**config.mk**
```make
export PLATFORM = sky130hd
export DESIGN_NAME = sdram_port_arb
export DESIGN_NICKNAME = d
export VERILOG_FILES = /design/src/rtl/sdram_arb_pkg.sv /design/src/rtl/sdram_port_arb_rr_pick3.sv /design/src/rtl/sdram_port_arb.sv
export SDC_FILE = /design/constraint.sdc
export NUM_CORES = 1
export LEC_CHECK = 0
export CORE_ASPECT_RATIO = 0.6
export CORE_MARGIN = 2
export CORE_UTILIZATION = 34
export CTS_CLUSTER_SIZE = 28
export DETAILED_ROUTE_END_ITERATION = 6
export PLACE_DENSITY = 0.89
export SLEW_MARGIN = 25
export SYNTH_ARGS = -nofsm -noshare
export SYNTH_HDL_FRONTEND = slang
export SYNTH_HIERARCHICAL = 1
export SYNTH_SLANG_ARGS = --single-unit
```
**constraint.sdc**
```tcl
create_clock -name clk -period 2.1 [get_ports clk]
set_input_delay 0.42 -clock clk [delete_from_list [all_inputs] [get_ports clk]]
set_output_delay 0.42 -clock clk [all_outputs]
set_load 0.01 [all_outputs]
```
**src/rtl/sdram_arb_pkg.sv**
```systemverilog
`default_nettype none
// ============================================================================
// Module   : sdram_arb_pkg
// Purpose  : Shared types for the three-client SDRAM port arbiter: FSM state
//            encoding, client count, latched client command record and the
//            mod-3 round-robin increment.
// Revision : 1.0 - initial release
// ============================================================================
package sdram_arb_pkg;

  localparam int NCLI   = 3;
  localparam int CMD_AW = 23;
  localparam int CMD_DW = 16;

  typedef enum logic [1:0] {
    IDLE  = 2'd0,
    WAIT  = 2'd1,
    DONE  = 2'd2,
    DRAIN = 2'd3
  } arb_state_t;

  // One client command as presented to the controller.
  typedef struct packed {
    logic              we;
    logic [CMD_AW-1:0] a;
    logic [1:0]        ds;
    logic [CMD_DW-1:0] d;
  } cli_cmd_t;

  // Next client index in round-robin order (0 -> 1 -> 2 -> 0).
  function automatic logic [1:0] rr_next(input logic [1:0] x);
    return (x >= 2'd2) ? 2'd0 : x + 2'd1;
  endfunction

endpackage
`default_nettype wire

```
**src/rtl/sdram_port_arb_rr_pick3.sv**
```systemverilog
`default_nettype none
// ============================================================================
// Module   : rr_pick3
// Purpose  : Combinational round-robin selector for three requesters.
//            Search order is ptr, ptr+1, ptr+2 (mod 3).
// Ports    : req[2:0] request vector, ptr[1:0] highest-priority index,
//            gnt[1:0] selected index (meaningful only when any = 1),
//            any      at least one request present.
// Revision : 1.0 - initial release
// ============================================================================
module rr_pick3 (
  input  logic [2:0] req,
  input  logic [1:0] ptr,
  output logic [1:0] gnt,
  output logic       any
);

  always_comb begin
    any = |req;
    gnt = 2'd0;
    case (ptr)
      2'd1:    gnt = req[1] ? 2'd1 : (req[2] ? 2'd2 : 2'd0);
      2'd2:    gnt = req[2] ? 2'd2 : (req[0] ? 2'd0 : 2'd1);
      default: gnt = req[0] ? 2'd0 : (req[1] ? 2'd1 : 2'd2);
    endcase
  end

endmodule
`default_nettype wire

```
**src/rtl/sdram_port_arb.sv**
```systemverilog
`default_nettype none
// ============================================================================
// Module   : sdram_port_arb
// Purpose  : Round-robin arbiter sharing one toggle-handshake SDRAM port
//            between three level-request / pulse-ack clients.
// Ports    : clk, reset           clock, synchronous active-high reset
//            cli_req/we/a/ds/d    per-client request and command (packed,
//                                 client i at slice i)
//            cli_ack              one-cycle completion pulse per client
//            cli_q                read data, held until the next read
//            sd_req / sd_ack      toggle request / ack to the controller
//            sd_we/a/ds/d, sd_q   latched command fields, controller data
// Note     : AW/DW must equal CMD_AW/CMD_DW of the package record.
// Revision : 1.0 - initial release
// ============================================================================
module sdram_port_arb
  import sdram_arb_pkg::*;
#(
  parameter int AW = CMD_AW,
  parameter int DW = CMD_DW
) (
  input  logic               clk,
  input  logic               reset,
  input  logic [NCLI-1:0]    cli_req,
  input  logic [NCLI-1:0]    cli_we,
  input  logic [NCLI*AW-1:0] cli_a,
  input  logic [NCLI*2-1:0]  cli_ds,
  input  logic [NCLI*DW-1:0] cli_d,
  output logic [NCLI-1:0]    cli_ack,
  output logic [DW-1:0]      cli_q,
  output logic               sd_req,
  input  logic               sd_ack,
  output logic               sd_we,
  output logic [AW:1]        sd_a,
  output logic [1:0]         sd_ds,
  output logic [DW-1:0]      sd_d,
  input  logic [DW-1:0]      sd_q
);

  localparam logic [NCLI-1:0] c_ack_one = NCLI'(1);

  arb_state_t      r_state;
  logic [1:0]      r_ptr;
  logic [1:0]      r_gnt;
  logic [NCLI-1:0] r_ack;
  logic [DW-1:0]   r_q;
  cli_cmd_t        r_cmd;
  // Deliberately outside reset: the controller keeps its own copy of the
  // request phase, so forcing this bit would fake or swallow an access.
  logic            r_sd_req = 1'b0;

  logic [1:0]      w_pick;
  logic            w_any;
  cli_cmd_t        w_sel;

  rr_pick3 u_pick (
    .req (cli_req),
    .ptr (r_ptr),
    .gnt (w_pick),
    .any (w_any)
  );

  // Command fields of the client the selector is pointing at.
  always_comb begin
    w_sel = '0;
    for (int i = 0; i < NCLI; i++) begin
      if (w_pick == i[1:0]) begin
        w_sel.we = cli_we[i];
        w_sel.a  = cli_a[i*AW +: AW];
        w_sel.ds = cli_ds[i*2 +: 2];
        w_sel.d  = cli_d[i*DW +: DW];
      end
    end
  end

  always_ff @(posedge clk) begin
    if (reset) begin
      // An access still in flight must finish before new grants are issued.
      r_state  <= (r_sd_req == sd_ack) ? IDLE : DRAIN;
      r_ptr    <= 2'd0;
      r_gnt    <= 2'd0;
      r_ack    <= '0;
      r_q      <= '0;
      r_cmd.we <= 1'b0;
      r_cmd.a  <= '0;
      r_cmd.ds <= 2'b11;
      r_cmd.d  <= '0;
    end else begin
      r_ack <= '0;
      case (r_state)
        IDLE: begin
          if (w_any) begin
            r_gnt    <= w_pick;
            r_cmd    <= w_sel;
            r_sd_req <= ~r_sd_req;
            r_ptr    <= rr_next(w_pick);
            r_state  <= WAIT;
          end
        end
        WAIT: begin
          if (sd_ack == r_sd_req) begin
            if (!r_cmd.we) r_q <= sd_q;
            r_ack   <= c_ack_one << r_gnt;
            r_state <= DONE;
          end
        end
        // Gap cycle so the served client can drop its request in time.
        DONE:    r_state <= IDLE;
        DRAIN: begin
          if (sd_ack == r_sd_req) r_state <= IDLE;
        end
        default: r_state <= IDLE;
      endcase
    end
  end

  assign sd_req  = r_sd_req;
  assign sd_we   = r_cmd.we;
  assign sd_a    = r_cmd.a;
  assign sd_ds   = r_cmd.ds;
  assign sd_d    = r_cmd.d;
  assign cli_ack = r_ack;
  assign cli_q   = r_q;

endmodule
`default_nettype wire

```
## Word level (Yosys, flattened, before mapping)

Index checks and enable logic that the tools add are counted.

| operators by class | value |
|---|---|
| mux-type cells | 17 |
| shift operators | 1 |
| $add $sub $neg | 1 |
| div/mod/pow operators | 0 |
| bitwise gates (word level) | 5 |
| eq/ne operators | 12 |
| reductions and logical operators | 8 |
| magnitude comparators | 1 |
| $mul | 0 |

Operator list:

| kind | number |
|---|---|
| $mux W42 | 3 |
| $mux W2 | 11 |
| $reduce_and A3 Y1 | 3 |
| $eq A2 B2 Y1 const B | 4 |
| $pmux W2 S4 | 1 |
| $eq A2 B1 Y1 const B | 3 |
| $ne A3 B3 Y1 const B | 2 |
| $reduce_or A3 Y1 | 2 |
| $not A1 Y1 | 5 |
| $logic_not A2 Y1 | 2 |
| $pmux W2 S2 | 1 |
| $ne A3 B2 Y1 const B | 1 |
| $shl A1 B2 Y3 const A | 1 |
| $add A2 B1 Y2 const B | 1 |
| $eq A1 B1 Y1 | 2 |
| $ge A2 B2 Y1 const B | 1 |
| $reduce_and A2 Y1 | 1 |
| $mux W1 | 1 |

| word-level totals | value |
|---|---|
| bits of input ports | 148 |
| register bits | 68 |
| bits in writable memories | 0 |
| memories kept | 0 |
| output and inout bits | 62 |
| bits in latches | 0 |
| memory bits (read-only) | 0 |
| logic and storage cells | 55 |

## Logic depth before layout (Yosys ltp)

| depth | value |
|---|---|
| word-level depth | 7 |
| mapped depth | 11 |
| mapped depth without buffers | 8 |

## Cells and area by module

The synthesis kept the hierarchy.

Modules (own cells, without submodules):

| module | sequential area each (sq um) | cells an instance | instances | area each (sq um) |
|---|---|---|---|---|
| sdram_port_arb | 1391.3 | 353 | 1 | 3379.5 |
| rr_pick3 | 0.0 | 13 | 1 | 105.1 |

## Worst setup path after synthesis

OpenSTA, ideal clock, no wires.

| timing | value |
|---|---|
| path type | reg-to-reg |
| start | reg r_ptr[0] |
| end | reg r_cmd (netlist bit sd_d[0]) |
| setup slack | 0.118 ns |
| stages on the path, launching flop included | 11 |
| library setup time | 0.138 ns |
| data arrival time | 1.844 ns |
| period minus slack after synthesis | 1.982 ns |
| buffers on the path | 2 |
| data required time | 1.962 ns |
| cell sequence | dfxtp_1 -> inv_1 -> ha_1 -> nor2b_1 -> o21ai_1 -> o41ai_2 -> buf_4 -> buf_2 -> mux2i_1 -> a2bb2oi_1 -> a211oi_1 |

| between the ends | value |
|---|---|
| cells in the longest elaborated chain, start to end | 6 |
| elaborated cells on any way between the ends | 9 |
| those cells by class | eq/ne (4); mux (4); reduce/logical (1) |

RTL lines:

| what | RTL line | source |
|---|---|---|
| start: declaration | sdram_port_arb.sv:43 | `logic [1:0] r_ptr;` |
| start signal: assignment | sdram_port_arb.sv:96 | `r_ptr <= rr_next(w_pick);` |
| $eq A2 B2 Y1 or $eq A2 B1 Y1 (tied branches) | sdram_port_arb_rr_pick3.sv:21 | `case (ptr)` |
| $pmux W2 S2 * | sdram_port_arb_rr_pick3.sv:21 |  |
| named net w_pick[0] | sdram_port_arb.sv:52 | `logic [1:0] w_pick;` |
| $logic_not A2 Y1 | sdram_port_arb.sv:67 | `if (w_pick == i[1:0]) begin` |
| $mux W42 (2 in a row) | sdram_port_arb.sv:67 |  |
| $mux W42 * | sdram_port_arb.sv:67 |  |
| end signal: assignment | sdram_port_arb.sv:94 | `r_cmd <= w_sel;` |
| end: declaration | sdram_port_arb.sv:47 | `cli_cmd_t r_cmd;` |

Mark *: on every way through the listed nets, which the timed path passes. The rest lies on a longest branch.
A chain may end at the register's enable or synchronous reset.

## Worst setup path after layout

| timing | value |
|---|---|
| start | reg r_ptr[0] |
| end | reg r_cmd (netlist bit sd_we) |

The elaborated chain is that of the path after synthesis.

==> impl_metrics.toml <==
[critical_path]
crit_fanout = 9
reg2reg_from = "r_ptr[0]"
cp-start-kind = "flip-flop"
cp-startpoint = "r_ptr[0]"
r2r_slack_ps = -50
cp_data_arrival_time_ps = 2340
r2r-end = "sd_we"
worst_r2r_path_depth = 10
end_kind = "flip-flop"
required_ps = 2290
critical_path_class = "flip-flop to flip-flop"

[route]
first_iter_violations = 114
vias = 3680
drc = 0
drt_pass1_iterations = 4
routedWlPerCell_um = 18.02
viasPerCell = 5.027
totalWireLength_mm = 13.19
final_antenna_net_count = 0

[job]
max-cap-violations = 0

[placed_design]
port_buffers = 209
dp_hpwl_mm = 8.411
place_area_mm2 = 0.005821
globalplace.congestion = 0.7748
place_inst = 697
dp_slack_ps = -448.9

[final_layout]
diodes = 0
area_growth_pct = 96.27
design_area_mm2 = 0.006839
fillCellCount = 712
finish.utilization_pct = 68.98
nets = 742
final_cells = 732
drive_gt1_share_pct = 23.12

[clock_tree]
cts_max_path_buffers = 2
insertion_delay_ps = 320
path_clk_slew_ps = 60
cts_root_buf = "clkbuf_16"
numCtsBuffers = 9
cts_tree = "yes"
clock_sinks = 68
h-tree-depth = 3

[status]
status = "finished with violations"
violations = "negative setup slack"

[pwr]
peakVddDrop_uv = 571.2
power.density_mw_per_mm2 = 814.3
p_leak_nw = 2.508

[yosys]
syn-cell-area_mm2 = 0.003485
avgSynthCellArea_um2 = 9.521
synth_edf_count = 3
yosys_most_used_dff = "dfxtp_1"
yosysUniqueCellTypes = 35
synth_seq_cells = 68
netlist_instances = 366
syn-num-nets = 516
ys_seq_area_share_pct = 39.93
synth_warnings = 6
postSynth.asyncResetShare_pct = 0

[timing]
slew_headroom_pct = 68.49
grt_setup_unrepaired = "true"
fin_tns_setup_ps = -134.5
final_max_slew_viol_count = 0
fin_ws_ps = -47.12
hold_viol = 0
fmax_mhz = 465.7
worst_pin_slew_ps = 472.7
finalCriticalPeriod_ps = 2147
setup_viol = 5
period_share_pct = 102.2
fin_skew_ps = 5.081

[global_route]
grt_max_degree = 48
grt_pass1_wl_mm = 17.73
grt_pass1_vias = 3618
antenna_found_initial = 0
grt_remaining_overflow = 0
grtUsageTotal_pct = 20.74

[floorplanning]
rows = 28
ioPinCount = 210
core-area_mm2 = 0.009915
die-area_mm2 = 0.01110
dieHeight_um = 82.42
initial_core_util_pct = 35.15
dieWidth_um = 134.7

[worst_hold_path]
hp-class = "flip-flop to flip-flop"
worstHoldPathCells = 1
hp-start = "r_gnt[0]"
worstHoldEndpoint = "cli_ack[0]"
[Yosys cell counts (all sizes together) (2+ instances only)]
cell type,count,area share (%)
dfxtp,65,37
mux2i,58,17
nor2,42,4.5
a211oi,40,8.6
a2bb2oi,40,10
nand2b,32,5.7
clkbuf,22,2.6
buf,14,2.6
nand2,11,1.2
a21oi,6,0.97
inv,4,0.43
nor2b,4,0.93
edfxtp,3,2.6
nor3,3,0.43
or2,3,0.54
a31oi,2,0.36
ha,2,0.72
nand3b,2,0.43
nor4b,2,0.50
o21ai,2,0.39
or3,2,0.36
[power by group]
group,internal [mW],switching (mW),total [mW]
Clock,0.865,0.541,1.41
Sequential,1.54,0.151,1.69
Combinational,1.41,1.06,2.47
[metal layers]
layer / vias up / share of wire, % / global-route usage (%)
met5: - / 0 / 0
met4: 0 / 1.8 / 6.421
met3: 22 / 6.6 / 5.922
met2: 143 / 50 / 38.83
met1: 1732 / 41 / 23.23
li1: 1783 / - / -
[logic make-up (layout without fill, tap and decap cells)]
group	Yosys count	count (layout)	synth area share (%)
buffers and inverters	40	271	5.637
muxes	58	58	16.66
adders and majority gates	2	2	0.7180
DFF	68	68	39.93
and+or+nand+nor	105	105	15.73
xor gates and xnor gates	1	1	0.2514
AOI/OAI and AO/OA	92	92	21.08
[layout make-up]
class | count | area, um2 | area share, %
clock buffer | 12 | 257.7 | 3.769
clock inverter | 4 | 22.52 | 0.3293
inverter | 4 | 15.01 | 0.2195
multi-input combinational | 258 | 2330 | 34.07
sequential | 68 | 1394 | 20.38
tap | 135 | 168.9 | 2.470
timing repair buffer | 251 | 2651 | 38.77
[registers in the layout, summed over array words and instances, names as in the netlist]
name,count
sd_a,23
cli_q,16
sd_d,16
cli_ack,3
r_gnt,2
r_ptr,2
r_state,2
sd_ds,2
sd_req,1
sd_we,1
[through the flow]
step	hold slack [ps]	total power, mW
2_1_floorplan	427.6	2.670
3_3_place_gp	457.6	3.611
3_5_place_dp	463.0	3.679
4_1_cts	476.9	5.248
5_1_grt	495.5	5.839
6_report	471.4	5.569
[placed cells by master, fill, tap and decap left out, types with 4 or more instances in the layout]
cell type and n:
buf_12 5, nand2_1 11, clkbuf_16 14, a211oi_1 20
a2bb2oi_2 30, clkdlybuf4s50_1 207, a211oi_2 20, buf_6 7
a21oi_1 5, buf_16 4, a2bb2oi_1 10, buf_4 21
mux2i_1 45, nand2b_1 32, nor2_1 42, dfxtp_1 63
mux2i_2 10
[worst max-delay path by stage]
stage	endpoint	slack, ps
2_1_floorplan	sd_d[0]	120
3_3_place_gp	sd_we	-370
3_5_place_dp	sd_we	-450
4_1_cts	sd_a[22]	-30
5_1_grt	sd_a[6]	-110
6_report	sd_we	-50
[critical path, stage by stage (launching register included)]
cell	delay, ps
dfxtp_2	350
inv_2	50
ha_4	230
buf_4	140
o41ai_4	250
buf_6	170
buf_4	120
buf_12	160
mux2i_4	250
a2bb2oi_2	210
a211oi_1	90
[what timing repair did]
item | in CTS | in global routing
hold buffers | 0 | 0
gates cloned | 4 | 6
pin swaps | 8 | 47
setup endpoints to repair | 41 | 43
gates resized for setup | 14 | 74
buffers inserted | 6 | 6
(Power assumes the default switching activity.)
